==> src/rtl/reg_bank_wr_pkg.sv <==
// Shared constants for the register bank: write-enable bit positions, read-select codes,
// and the read-code to register-slot decode used by the read mux.
package reg_bank_wr_pkg;

  localparam int unsigned NUM_REGS = 20;

  // Bit position of each register's enable in the one-hot write vector.
  typedef enum logic [4:0] {
    IDX_IR   = 5'd0,
    IDX_AR   = 5'd1,
    IDX_TR   = 5'd2,
    IDX_MDDR = 5'd3,
    IDX_TOTR = 5'd4,
    IDX_PC   = 5'd5,
    IDX_R14  = 5'd6,
    IDX_R1   = 5'd19
  } wr_idx_e;

  typedef enum logic [4:0] {
    CODE_NONE = 5'd0,
    CODE_R1   = 5'd1,
    CODE_R14  = 5'd14,
    CODE_PC   = 5'd15,
    CODE_TOTR = 5'd16,
    CODE_MDDR = 5'd17,
    CODE_TR   = 5'd18,
    CODE_AR   = 5'd21,
    CODE_IR   = 5'd22,
    CODE_ALL  = 5'd31
  } rd_code_e;

  typedef struct packed {
    logic       hit;
    logic [4:0] idx;
  } rd_map_t;

  // Codes R1..TR walk the enable vector downward from bit 19; AR and IR sit apart.
  function automatic rd_map_t code_to_idx(input logic [4:0] code);
    rd_map_t map;
    map.hit = 1'b1;
    map.idx = '0;
    case (code) inside
      [CODE_R1:CODE_TR]: map.idx = 5'(int'(IDX_R1) + int'(CODE_R1) - int'(code));
      CODE_AR:           map.idx = IDX_AR;
      CODE_IR:           map.idx = IDX_IR;
      default:           map.hit = 1'b0;
    endcase
    return map;
  endfunction

endpackage

==> src/rtl/reg_bank_rdmux.sv <==
// Combinational read-select mux: picks the register addressed by rd_sel, zero for unmapped codes.
module reg_bank_rdmux
  import reg_bank_wr_pkg::*;
#(
  parameter int unsigned DATA_W = 16
) (
  input  logic [4:0]                           rd_sel,
  input  logic [NUM_REGS-1:0][DATA_W-1:0]      regs,
  output logic [DATA_W-1:0]                    rd_data
);

  rd_map_t map;

  always_comb begin
    map     = code_to_idx(rd_sel);
    rd_data = '0;
    if (map.hit) begin
      rd_data = regs[map.idx];
    end
  end

endmodule

==> src/rtl/reg_bank_wr.sv <==
// Register bank fed by the one-hot write decoder, with PC/AR auto-increment and registered
// read-back. Define REG_BANK_ONEHOT_CHECK_EN to reject multi-hot writes and flag them sticky.
module reg_bank_wr
  import reg_bank_wr_pkg::*;
#(
  parameter int unsigned       DATA_W   = 16,
  parameter logic [DATA_W-1:0] PC_RESET = '0
) (
  input  logic                Clock,
  input  logic                Reset,
  input  logic [19:0]         WRDec_out,
  input  logic [DATA_W-1:0]   Bus_in,
  input  logic                PC_inc,
  input  logic                AR_inc,
  input  logic [4:0]          RDSel,
  output logic [DATA_W-1:0]   Bus_out,
  output logic [DATA_W-1:0]   PC_out,
  output logic [DATA_W-1:0]   AR_out,
  output logic [DATA_W-1:0]   IR_out,
  output logic [4:0]          TR_out,
  output logic                Wr_err
);

  logic [NUM_REGS-1:0][DATA_W-1:0] regs_q, regs_d;
  logic [NUM_REGS-1:0]             wr_en;
  logic [DATA_W-1:0]               rd_data;
  logic [DATA_W-1:0]               bus_out_q;

`ifdef REG_BANK_ONEHOT_CHECK_EN
  logic wr_legal;
  logic err_q;

  // Broadcast (all-ones) is the only legal multi-hot pattern.
  assign wr_legal = (&WRDec_out) || $onehot0(WRDec_out);
  assign wr_en    = wr_legal ? WRDec_out : '0;

  always_ff @(posedge Clock or posedge Reset) begin
    if (Reset) begin
      err_q <= 1'b0;
    end else if (!wr_legal) begin
      err_q <= 1'b1;
    end
  end

  assign Wr_err = err_q;
`else
  assign wr_en  = WRDec_out;
  assign Wr_err = 1'b0;
`endif

  always_comb begin
    regs_d = regs_q;
    for (int i = 0; i < NUM_REGS; i++) begin
      if (wr_en[i]) begin
        regs_d[i] = Bus_in;
      end
    end
    // A write to PC/AR in the same cycle takes precedence over its increment.
    if (PC_inc && !wr_en[IDX_PC]) begin
      regs_d[IDX_PC] = regs_q[IDX_PC] + DATA_W'(1);
    end
    if (AR_inc && !wr_en[IDX_AR]) begin
      regs_d[IDX_AR] = regs_q[IDX_AR] + DATA_W'(1);
    end
  end

  reg_bank_rdmux #(
    .DATA_W (DATA_W)
  ) u_rdmux (
    .rd_sel  (RDSel),
    .regs    (regs_q),
    .rd_data (rd_data)
  );

  always_ff @(posedge Clock or posedge Reset) begin
    if (Reset) begin
      regs_q         <= '0;
      regs_q[IDX_PC] <= PC_RESET;
      bus_out_q      <= '0;
    end else begin
      regs_q    <= regs_d;
      bus_out_q <= rd_data;
    end
  end

  assign Bus_out = bus_out_q;
  assign PC_out  = regs_q[IDX_PC];
  assign AR_out  = regs_q[IDX_AR];
  assign IR_out  = regs_q[IDX_IR];
  assign TR_out  = regs_q[IDX_TR][4:0];

endmodule

==> config.mk <==
export PLATFORM = sky130hd
export DESIGN_NAME = reg_bank_wr
export DESIGN_NICKNAME = d
export VERILOG_FILES = /design/src/rtl/reg_bank_wr_pkg.sv /design/src/rtl/reg_bank_rdmux.sv /design/src/rtl/reg_bank_wr.sv
export SDC_FILE = /design/constraint.sdc
export NUM_CORES = 1
export LEC_CHECK = 0
export BUFFER_PORTS_ARGS = -buffer_cell sky130_fd_sc_hd__buf_2
export CORE_MARGIN = 1.5
export CORE_UTILIZATION = 61
export CTS_BUF_LIST = sky130_fd_sc_hd__clkbuf_16
export DETAILED_ROUTE_END_ITERATION = 8
export PLACE_DENSITY = 0.8
export SYNTH_ARGS = -nofsm -noshare
export SYNTH_HDL_FRONTEND = slang
export SYNTH_SLANG_ARGS = --single-unit
==> constraint.sdc <==
create_clock -name Clock -period 14 [get_ports Clock]
set_input_delay 1.4 -clock Clock [delete_from_list [all_inputs] [get_ports Clock]]
set_output_delay 1.4 -clock Clock [all_outputs]
set_load 0.005 [all_outputs]
== Yosys cells after proc, flatten, opt, wreduce, memory -nomap -nowiden ==
Index checks and enable logic that the tools add are counted.
Storage, ports and cells
  register bits after elaboration: 336
  bits of input ports: 45
  output and inout bits: 70
Operators by class
  order comparisons: 3
  equality and inequality tests: 2
  $add $sub $neg: 3
  mux-type cells: 12
  reductions and logical operators: 7
Operator list (number)
  16-bit 2-to-1 mux: 6
  16-bit binary-select mux with 5-bit select: 1
  16-bit by 1-bit adder with 16-bit output, second input constant: 2
  5-bit == test, second input constant: 2
  5-bit by 6-bit < comparator with 1-bit output, second input constant: 1
  5-bit by 1-bit >= comparator with 1-bit output, second input constant: 1
  5-bit less-or-equal comparator, second input constant: 1
  5-bit 2-to-1 mux: 1
  5-bit subtractor, first input constant: 1
  1-bit 2-to-1 mux: 4
  2-bit nonzero test: 2
  1-bit logical AND: 3
  1-bit logical NOT: 2

== Depth between registers and ports, before layout ==
Gate-level depths: netlist (run 1).
  depth after elaboration: 6
  depth in mapped cells: 12
  gate-level depth less buffers: 8

== Cells and area by module ==
From an unflattened synthesis (run 1), not the netlist that was laid out.
Second synthesis, totals
  cell total of the unflattened synthesis: 1405
  area, all modules: 16784.8 µm²
By module, submodules not included
  reg_bank_wr: instances 1, cells an instance 918, area each 13312.8 µm²
  reg_bank_rdmux: instances 1, cells an instance 487, area each 3472.1 µm²

== Worst setup path before layout (run 1) ==
No wires, ideal clock.
  path type: input port to flip-flop
  from: input RDSel[0]
  to: register bus_out_q[15], in the netlist Bus_out[15]
  required time: 13.878 ns
  setup slack: 10.405 ns
  arrival time: 3.474 ns
  stages on the path: 10
  cell sequence: buf_4 > clkinv_1 > ha_1 > buf_2 > clkinv_1 > nor3_2 > buf_6 > buf_4 > mux2_2 > a32o_1
On the way
  word-level cells in the longest chain between the ends: 6
  elaborated cells between the ends (all ways): 14
  those cells by class: add/sub: 1; order compare: 2; eq/ne: 2; mux: 8; reduce/logical: 1
Ends and longest elaborated chain
  start: declaration: RTL line reg_bank_wr.sv:15  | input logic [4:0] RDSel,
  5-bit by 1-bit >= comparator with 1-bit output (not written as such), or another cell as far along: RTL line reg_bank_rdmux.sv:15  | map = code_to_idx(rd_sel);
  1-bit logical AND (not written as such) / 1-bit 2-to-1 mux (equally long branches): RTL line reg_bank_rdmux.sv:15, reg_bank_wr_pkg.sv:42
  5-bit 2-to-1 mux: RTL line reg_bank_wr_pkg.sv:42  | case (code) inside
  16-bit binary-select mux with 5-bit select: RTL line reg_bank_rdmux.sv:18  | rd_data = regs[map.idx];
  16-bit 2-to-1 mux (not written as such): RTL line reg_bank_rdmux.sv:18
  16-bit 2-to-1 mux *: RTL line reg_bank_rdmux.sv:17  | if (map.hit) begin
  named net rd_data[15]: RTL line reg_bank_wr.sv:26  | logic [DATA_W-1:0] rd_data;
  end signal: assignment: RTL line reg_bank_wr.sv:82  | bus_out_q <= rd_data;
  end: declaration: RTL line reg_bank_wr.sv:27  | logic [DATA_W-1:0] bus_out_q;
Mark *: on every way through the listed nets, which the timed path passes. The rest lies on a longest branch. The select of a mux whose other input is x is not followed.
A chain may end at the register's enable or synchronous reset.

== Worst setup path after layout (run 1) ==
  from: input RDSel[0]
  to: register bus_out_q[13], in the netlist Bus_out[13]
The elaborated chain is that of the path after synthesis.

==> run_results.csv, run 1 <==
group,metric,value,unit
clocking,post_cts_resized,0,
worst_setup_path,critPathMaxFanout,64,
die,die_height,168,um
timing,final_max_slew_viol_count,0,
worst_setup_path,ff2ff_path_depth,6,
placement,io_buffers,113,
synthesis,synth_mux_area_frac,0.235,
timing,fin_crit,4.89,ns
drt,drt_iter0_markers,1140,
layout,stdcell_count,1746,
synthesis,synth_top_family_by_area,"multiplexers",
placement,dp_cells,1683,
drt,drc,0,
synthesis,synthArstFlopShare,1.00,
timing,fmax,205,MHz
grt,grt_max_degree,172,
clocking,htree_num_levels,2,
grt,grt_pass1_wl,69.0,mm
clocking,cts_sinks,336,
flow_run,cap_violations,0,
clocking,clockBufferDepth,3,
layout,fillers,1985,
clocking,cts_inserted_buffers,36,
placement,dp_hpwl,28.3,mm
worst_setup_path,path_class,"primary input to register",
synthesis,synth_compound_area_frac,0.104,
layout,final_cell_area,17900,um2
synthesis,syn-num-nets,1457,
synthesis,synth_cell_types,73,
timing,worst_pin_slew,1.14,ns
die,die_w,168,um
synthesis,synthTopCellsByArea,"dfrtp_1, mux2_2, nand2_1",
synthesis,yosys.area_share.simple,0.0689,
synthesis,synth_seq_cells,336,
timing,rsz0062_at_grt,"no",
synthesis,synthFlopType,"dfrtp_1",
synthesis,ys.warnings.count,0,
worst_setup_path,cp-start-kind,"primary input",
layout,layout-drive-gt1-share,0.340,
clocking,holdBufCountCts,0,
power_and_ir_drop,p_leak,7.65,nW
synthesis,ys_seq_area_frac,0.503,
power_and_ir_drop,vdd_drop_max,0.0982,mV
synthesis,avgSynthCellArea,11.9,um2
timing,post-route-period-util,0.349,
worst_setup_path,arrival,5.34,ns
synthesis,synth_commonest_cells,"dfrtp_1, mux2_2, nand2_1, clkbuf_1, buf_4",
drt,first_pass_iters,6,
synthesis,synth_top_area_frac,0.503,
grt,grt_use_total,0.318,
die,io_pins,115,
outcome,run_status,"finished, final reports clean",
clocking,cts_tree,"done",
clocking,clkSlewWorstSetupHoldPaths,0.06,ns
power_and_ir_drop,powerDensity,134,nW/um2
synthesis,synth_area_leader_cell,"dfrtp_1",
drt,routed_wl,44.2,mm
timing,fin_tns_setup,0,ns
synthesis,synth_fa_ha_area_frac,0.00375,
grt,grt-ovfl-total,0,
placement,routabilityCongestion,0.896,
placement,placed_area,16800,um2
die,row_count,60,
timing,final-setup-viol-count,0,
worst_setup_path,regToRegSetupSlack,11.57,ns
drt,wl_per_cell,25.3,um
die,start_util,0.621,
grt,antenna_found_initial,1,
synthesis,synth.most_common_cell,"dfrtp_1",
clocking,post_cts_buffers,0,
worst_hold_path,hold_depth,1,
die,coreArea,26900,um2
die,fp.dieArea,28400,um2
synthesis,synth_edf_count,0,
worst_hold_path,hold_path_class,"register to register",
timing,hold_viol_final,0,
worst_setup_path,critPathCaptureType,"register",
drt,via_per_inst,6.63,
timing,finalClockSkew,0.0120,ns
synthesis,syn_area,16700,um2
drt,num_vias,11577,
layout,finalNetCount,1430,
clocking,cts-root-buf,"clkbuf_16",
layout,area_delta_synth_final,6.89,%
grt,grt_pass1_vias,11625,
synthesis,syn_inst,1407,
worst_setup_path,crit_required,14.45,ns
drt,ant_nets,0,
clocking,clock_latency,0.52,ns
synthesis,synth_xor_area_frac,0.0183,
timing,relSlewSlack,0.235,
area by class of cell:
type / instances / area (um2) / share of cell area
Sequential cell: 336 / 8410 / 0.471
Multi-Input combinational cell: 861 / 7200 / 0.403
Clock buffer: 37 / 926 / 0.0519
Timing Repair Buffer: 124 / 661 / 0.0370
Tap cell: 341 / 427 / 0.0239
Clock inverter: 25 / 148 / 0.00827
Inverter: 21 / 86.3 / 0.00484
Antenna cell: 1 / 2.50 / 0.000140
cells by family (layout without fill, tap and decap cells):
family / Yosys count / after routing
AOI/OAI and AO/OA: 227 / 227
xor gates and xnor gates: 34 / 34
adders and majority gates: 5 / 5
buffers and inverters: 210 / 207
DFF: 336 / 336
muxes: 338 / 338
other: 1 / 2
and+or+nand+nor: 256 / 256
final timing paths:
check	start	end
min in group asynchronous	Reset	PC_out[4]
worst max-delay path	RDSel[0]	Bus_out[13]
worst max register to register	AR_out[0]	AR_out[14]
worst min-delay path	regs_q[46]	regs_q[46]
max in group asynchronous	Reset	regs_q[74]
worst min register to register	regs_q[46]	regs_q[46]
state kept, by name (all words and copies together), names as in the netlist:
| signal | flops |
|---|---|
| AR_out | 16 |
| Bus_out | 16 |
| IR_out | 16 |
| PC_out | 16 |
| TR_out | 5 |
| regs_q | 267 |
metal layers:
| metal | wire, um | global-route usage |
|---|---|---|
| met4 | 1450 | 0.107 |
| met1 | 18800 | 0.451 |
| met5 | 0 | 0 |
| met2 | 20300 | 0.491 |
| met3 | 3770 | 0.0671 |
worst max-delay path: stages:
cell and delay [ns]:
buf_2 0.07, buf_4 0.54, clkinv_1 0.46, ha_1 0.35, nand2b_1 0.19, a21boi_4 0.74
nor3_4 0.06, buf_4 0.38, a32o_1 0.34, o311ai_0 0.48, a31o_1 0.21
cell usage in the layout, fill, tap and decap left out, types with 12 or more instances in the layout:
cell,n
inv_1,30
o211ai_1,13
nor3_1,16
o21ai_0,52
nand2_1,157
a311o_1,12
xor2_1,24
nand3_1,28
mux4_2,15
mux2i_1,41
mux2_2,282
o221ai_1,12
nand4_1,13
buf_2,113
a31oi_1,18
dfrtp_1,336
a311oi_1,13
o22a_1,12
clkbuf_16,37
nor2_1,16
a221oi_1,13
a211oi_1,28
a41o_1,13
clkinv_1,12
stage by stage:
stage / total power, mW / hold WS, ns / worst slack [ns] / util
CTS: 2.40 / 0.507 / 9.25 / 0.664
global placement: 1.51 / 0.483 / 8.76 / 0.624
floorplan: 1.42 / 0.472 / 3.29 / -
global route: 2.49 / 0.513 / 8.86 / 0.664
finish: 2.39 / 0.503 / 9.11 / 0.664
detailed placement: 1.52 / 0.493 / 8.73 / 0.624
power breakdown:
group,internal (mW),switching (mW)
logic,0.167,0.202
registers,1.07,0.0746
clock network,0.511,0.369
(Power assumes the default switching activity.)
==> inputs of run 2 (changes only) <==
clock period = 5 ns   (was 14 ns; I/O delays follow)
==> run 2 against run 1 <==
  * Sequential share of layout area barely moved
  * Worst setup slack got worse by 7.7 ns
  * Register-to-register slack got worse by 8.9 ns
  * Clock power rose to 2.7 times the previous value
  * Design area barely moved
  * Non-clock buffer count rose by 5
  * Sequential power rose to 2.8 times the previous value
  * Wire length rose by 1.4%
  * Critical endpoint is now Bus_out[11]
  * Largest power group unchanged
==> run_results.csv, run 2 (synthesis results as in run 1) <==
group,metric,value,unit
timing,hold_viol_final,0,
timing,whs,0.414,ns
clocking,cts_sinks,336,
worst_setup_path,path_common_cell,"nor3_2",
clocking,holdBufCountCts,1,
flow_run,cap_violations,0,
grt,grt_use_total,0.325,
layout,layout-drive-gt1-share,0.346,
timing,finalClockSkew,0.0192,ns
timing,relSlewSlack,0.206,
layout,seq_area,8410,um2
layout,finalNetCount,1434,
timing,fmax,276,MHz
layout,top_register,"regs_q",
grt,grt_pass1_wl,70.2,mm
drt,drt_iter0_markers,1064,
clocking,cts_tree,"done",
layout,largest_register_ffs,267,
power_and_ir_drop,share_seq_of_total_power,0.486,
die,fp.dieArea,28400,um2
grt,grt_pass1_vias,11867,
layout,fillers,1998,
timing,final-setup-viol-count,0,
clocking,htree_num_levels,2,
worst_setup_path,critPathMaxFanout,47,
die,row_count,60,
worst_setup_path,max_stage_delay,1.08,ns
worst_setup_path,critPathTopFamily,"simple AND/OR/NAND/NOR gates",
placement,io_buffers,113,
power_and_ir_drop,switchingPower,1.80,mW
timing,fin_crit,3.63,ns
clocking,cts-root-buf,"clkbuf_16",
power_and_ir_drop,clkPwrFrac,0.355,
drt,num_vias,11682,
drt,wl_per_cell,25.7,um
power_and_ir_drop,power,6.59,mW
outcome,run_status,"finished, final reports clean",
clocking,post_cts_buffers,0,
drt,routed_wl,44.8,mm
power_and_ir_drop,p_leak,7.62,nW
worst_setup_path,cp_num_buf_inv,2,
die,io_pins,115,
grt,grt-ovfl-total,0,
layout,mostFrequentLayoutCell,"dfrtp_1",
power_and_ir_drop,internal-power,4.79,mW
worst_setup_path,path_class,"primary input to register",
timing,fin_tns_setup,0,ns
timing,timing.final.ws_setup,1.37,ns
timing,final_max_slew_viol_count,0,
clocking,cts_inserted_buffers,35,
timing,rsz0062_at_grt,"no",
worst_setup_path,regToRegSetupSlack,2.67,ns
drt,ant_nets,0,
worst_setup_path,critPathCaptureType,"register",
grt,grt_max_degree,174,
worst_setup_path,crit_required,5.39,ns
layout,area_delta_synth_final,6.88,%
drt,via_per_inst,6.69,
power_and_ir_drop,vdd_drop_max,0.240,mV
worst_setup_path,slowest_stage,"nor3_2",
timing,worst_pin_slew,1.18,ns
worst_hold_path,hold_path_class,"primary input to register",
die,coreArea,26900,um2
layout,multi_input_area,7200,um2
die,die_height,168,um
placement,dp_cells,1687,
placement,pre_cts_slack,0.874,ns
clocking,clock_latency,0.51,ns
power_and_ir_drop,powerDensity,369,nW/um2
layout,layout_common_cells,"dfrtp_1, mux2_2, nand2_1",
die,start_util,0.621,
worst_setup_path,cp-start-kind,"primary input",
grt,antenna_found_initial,2,
clocking,clkSlewWorstSetupHoldPaths,0.06,ns
drt,first_pass_iters,5,
placement,routabilityCongestion,0.861,
timing,post-route-period-util,0.726,
worst_setup_path,arrival,4.02,ns
worst_setup_path,path_cells,"buf_2 -> buf_4 -> ha_1 -> nor3_2 -> and2_1 -> nor3_2 -> o21ai_0 -> o22ai_1 -> o41ai_1",
clocking,clockBufferDepth,3,
placement,dp_hpwl,29.1,mm
clocking,post_cts_resized,0,
power_and_ir_drop,p_sw_frac,0.274,
layout,stdcell_count,1745,
die,die_w,168,um
power_and_ir_drop,pwr-share-comb,0.159,
drt,drc,0,
[run 2: tightest hold or removal path: cells and delay by family]
kind / cells / cell delay (ns)
compound gates: 1 / 0.07
xor+xnor: 1 / 0.15
buf+inv: 1 / 0.16
[run 2: power by group through the flow]
stage                     Combinational (mW)  Clock [mW]  Sequential, mW
after floorplan                        0.809           0            3.17
after global placement                  1.00           0            3.23
after detailed placement                1.03           0            3.24
after CTS                               1.04        2.37            3.20
after global routing                    1.13        2.48            3.23
final                                   1.05        2.34            3.21
[run 2: metal layers]
layer / track usage / vias to the layer above / share of wire / routed length (um)
li1: - / 4992 / - / -
met4: 0.108 / 0 / 0.029 / 1300
met3: 0.0664 / 93 / 0.083 / 3740
met5: 0 / - / 0 / 0
met2: 0.510 / 562 / 0.47 / 20900
met1: 0.456 / 6035 / 0.42 / 18900
[run 2: area by class of cell]
class,count,share of cell area
Inverter,21,0.00463
Tap cell,341,0.0239
Antenna cell,2,0.000280
Timing Repair Buffer,129,0.0414
Sequential cell,336,0.471
Clock buffer,35,0.0491
Multi-Input combinational cell,861,0.403
Clock inverter,20,0.00666
[run 2: final timing paths]
check,start,end,cells after the start
max,RDSel[0],Bus_out[11],9
min,AR_inc,AR_out[0],3
max reg2reg,AR_out[2],AR_out[11],5
min reg2reg,regs_q[188],regs_q[188],1
max in group asynchronous,Reset,regs_q[270],4
min in group asynchronous,Reset,AR_out[6],3
[run 2: through the flow]
step	utilization	area (um2)
global route	0.664	17900
detailed placement	0.627	16800
CTS	0.664	17800
global placement	0.627	16800
floorplan	-	16700
finish	0.664	17900
==> inputs of run 3 (changes only) <==
clock period = 3.7 ns   (was 5 ns; I/O delays follow)
==> run 3 against run 2 <==
  * Flip-flop and latch count stayed put
  * Global-route usage hardly changed
  * First-iteration DRC count is 7.1% higher
  * Worst setup slack worse by 0.62 ns
  * Critical path type unchanged
  * Largest cell class unchanged
  * Highest routed layer unchanged
==> run_results.csv, run 3 (synthesis results as in run 1) <==
group,metric,value,unit
power_and_ir_drop,p_sw_frac,0.276,
worst_setup_path,critPathCaptureType,"register",
layout,layout_common_cells,"dfrtp_1, mux2_2, nand2_1",
die,die_w,168,um
clocking,clock_latency,0.52,ns
worst_setup_path,cp-start-kind,"primary input",
power_and_ir_drop,power,9.07,mW
drt,wl_met1,18.7,mm
drt,num_vias,11580,
die,start_util,0.621,
power_and_ir_drop,clkPwrFrac,0.364,
layout,fillers,1959,
grt,grt_max_degree,134,
die,fp.dieArea,28400,um2
timing,worst_pin_slew,0.951,ns
grt,antenna_found_initial,3,
timing,hold_viol_final,0,
worst_setup_path,critPathTopFamily,"compound AO/OA/AOI/OAI gates",
drt,drc,0,
worst_setup_path,path_common_cell,"nand2_1",
worst_setup_path,path_cells,"buf_2 -> buf_4 -> ha_1 -> nor3_2 -> nand2_1 -> nand2_1 -> a32o_1 -> o311ai_0 -> a31o_1",
timing,whs,0.290,ns
clocking,cts_tree,"done",
layout,layout-drive-gt1-share,0.346,
layout,mostFrequentLayoutCell,"dfrtp_1",
clocking,cts_sinks,336,
clocking,htree_num_levels,2,
drt,route.met2.wl,20.7,mm
worst_setup_path,max_stage_delay,0.68,ns
power_and_ir_drop,switchingPower,2.50,mW
clocking,clkSlewWorstSetupHoldPaths,0.06,ns
worst_setup_path,critPathMaxFanout,19,
worst_setup_path,path_class,"primary input to register",
drt,routed_wl,44.8,mm
clocking,clockBufferDepth,3,
placement,io_buffers,113,
timing,fmax,340,MHz
power_and_ir_drop,internal-power,6.57,mW
flow_run,cap_violations,0,
grt,grt_pass1_wl,70.3,mm
timing,fin_crit,2.94,ns
drt,drt_iter0_markers,1140,
layout,area_delta_synth_final,7.54,%
die,die_height,168,um
timing,final-setup-viol-count,0,
timing,post-route-period-util,0.795,
die,io_pins,115,
timing,relSlewSlack,0.366,
layout,top_register,"regs_q",
timing,finalClockSkew,0.00896,ns
clocking,cts-root-buf,"clkbuf_16",
placement,routabilityCongestion,0.893,
power_and_ir_drop,p_leak,7.69,nW
power_and_ir_drop,share_seq_of_total_power,0.478,
power_and_ir_drop,powerDensity,505,nW/um2
placement,dp_hpwl,29.3,mm
drt,first_pass_iters,5,
grt,grt-ovfl-total,0,
grt,grt_use_total,0.325,
worst_setup_path,slowest_stage,"o311ai_0",
clocking,cts_inserted_buffers,36,
grt,grt_pass1_vias,11737,
worst_setup_path,cp_num_buf_inv,2,
drt,via_per_inst,6.58,
clocking,post_cts_resized,0,
worst_setup_path,crit_required,4.15,ns
drt,wl_met3,4.37,mm
drt,ant_nets,0,
worst_hold_path,hold_path_class,"primary input to register",
layout,largest_register_ffs,267,
timing,final_max_slew_viol_count,0,
die,coreArea,26900,um2
power_and_ir_drop,pwr-share-comb,0.158,
drt,wl_per_cell,25.5,um
timing,rsz0062_at_grt,"no",
layout,finalNetCount,1441,
drt,highest_layer,"met4",
die,row_count,60,
worst_setup_path,arrival,3.40,ns
outcome,run_status,"finished, final reports clean",
power_and_ir_drop,vdd_drop_max,0.252,mV
run 3: changes by cell type in the layout (fill, tap and decap cells not counted), sizes merged:
cell	previous run	this run
buf	128	134
diode	2	3
inv	23	30
clkinv	16	13
clkinvlp	1	2
clkbuf	35	37
run 3: worst paths after layout:
path                             start          end  slack [ns]  depth (start not counted)
max in group asynchronous        Reset  regs_q[317]        2.03                          4
min                             PC_inc    PC_out[0]        0.29                          3
min reg2reg                regs_q[219]  regs_q[219]        0.50                          1
max                           RDSel[0]  Bus_out[13]        0.76                          9
min in group asynchronous        Reset  regs_q[310]        0.39                          3
max reg2reg                  AR_out[0]   AR_out[12]        1.63                          6
run 3: worst register-to-register path, delay by kind of cell, from the launching register on:
family,cells,cell delay [ns]
AND/OR/NAND/NOR,3,0.98
flip-flops,1,0.46
adder cells (fa/ha/maj),1,0.24
XOR/XNOR,1,0.17
AO/OA/AOI/OAI,1,0.14
run 3: area by class of cell:
| class | count | area (um2) | area share |
|---|---|---|---|
| diodes | 3 | 7.51 | 0.000418 |
| clock buffers | 37 | 926 | 0.0515 |
| clock inverters | 25 | 131 | 0.00731 |
| inverters | 21 | 82.6 | 0.00460 |
| multi-input cells | 861 | 7200 | 0.401 |
| flip-flops and latches | 336 | 8410 | 0.468 |
| well taps | 341 | 427 | 0.0238 |
| repair buffers | 135 | 783 | 0.0436 |
run 3: metrics by stage:
stage	setup TNS [ns]	instance area (um2)	cells	utilization	setup slack, ns
finish	0	18000	1759	0.668	0.757
detailed placement	0	16900	1693	0.628	0.410
floorplan	-389.96	16700	1407	-	-1.16
global route	0	18000	1759	0.668	0.619
CTS	0	18000	1756	0.668	0.936
global placement	0	16900	1693	0.628	0.515
run 3: what timing repair did:
action / in CTS / in global routing
endpoints found under the hold margin: 11 / 0
setup buffers: 0 / 0
hold buffers: 1 / 0
run 3: power by group through the flow:
stage                     clock, mW  combinational [mW]  sequential (mW)
after global placement            0                1.37             4.37
after CTS                      3.33                1.42             4.32
after detailed placement          0                1.41             4.39
after global routing           3.48                1.54             4.37
after floorplan                   0                1.09             4.28
final                          3.30                1.43             4.34
run 3: layer usage:
metal,GRT usage,up-vias
met3,0.0828,78
met4,0.0924,0
li1,-,4985
met1,0.462,5948
met2,0.498,569
met5,0,-
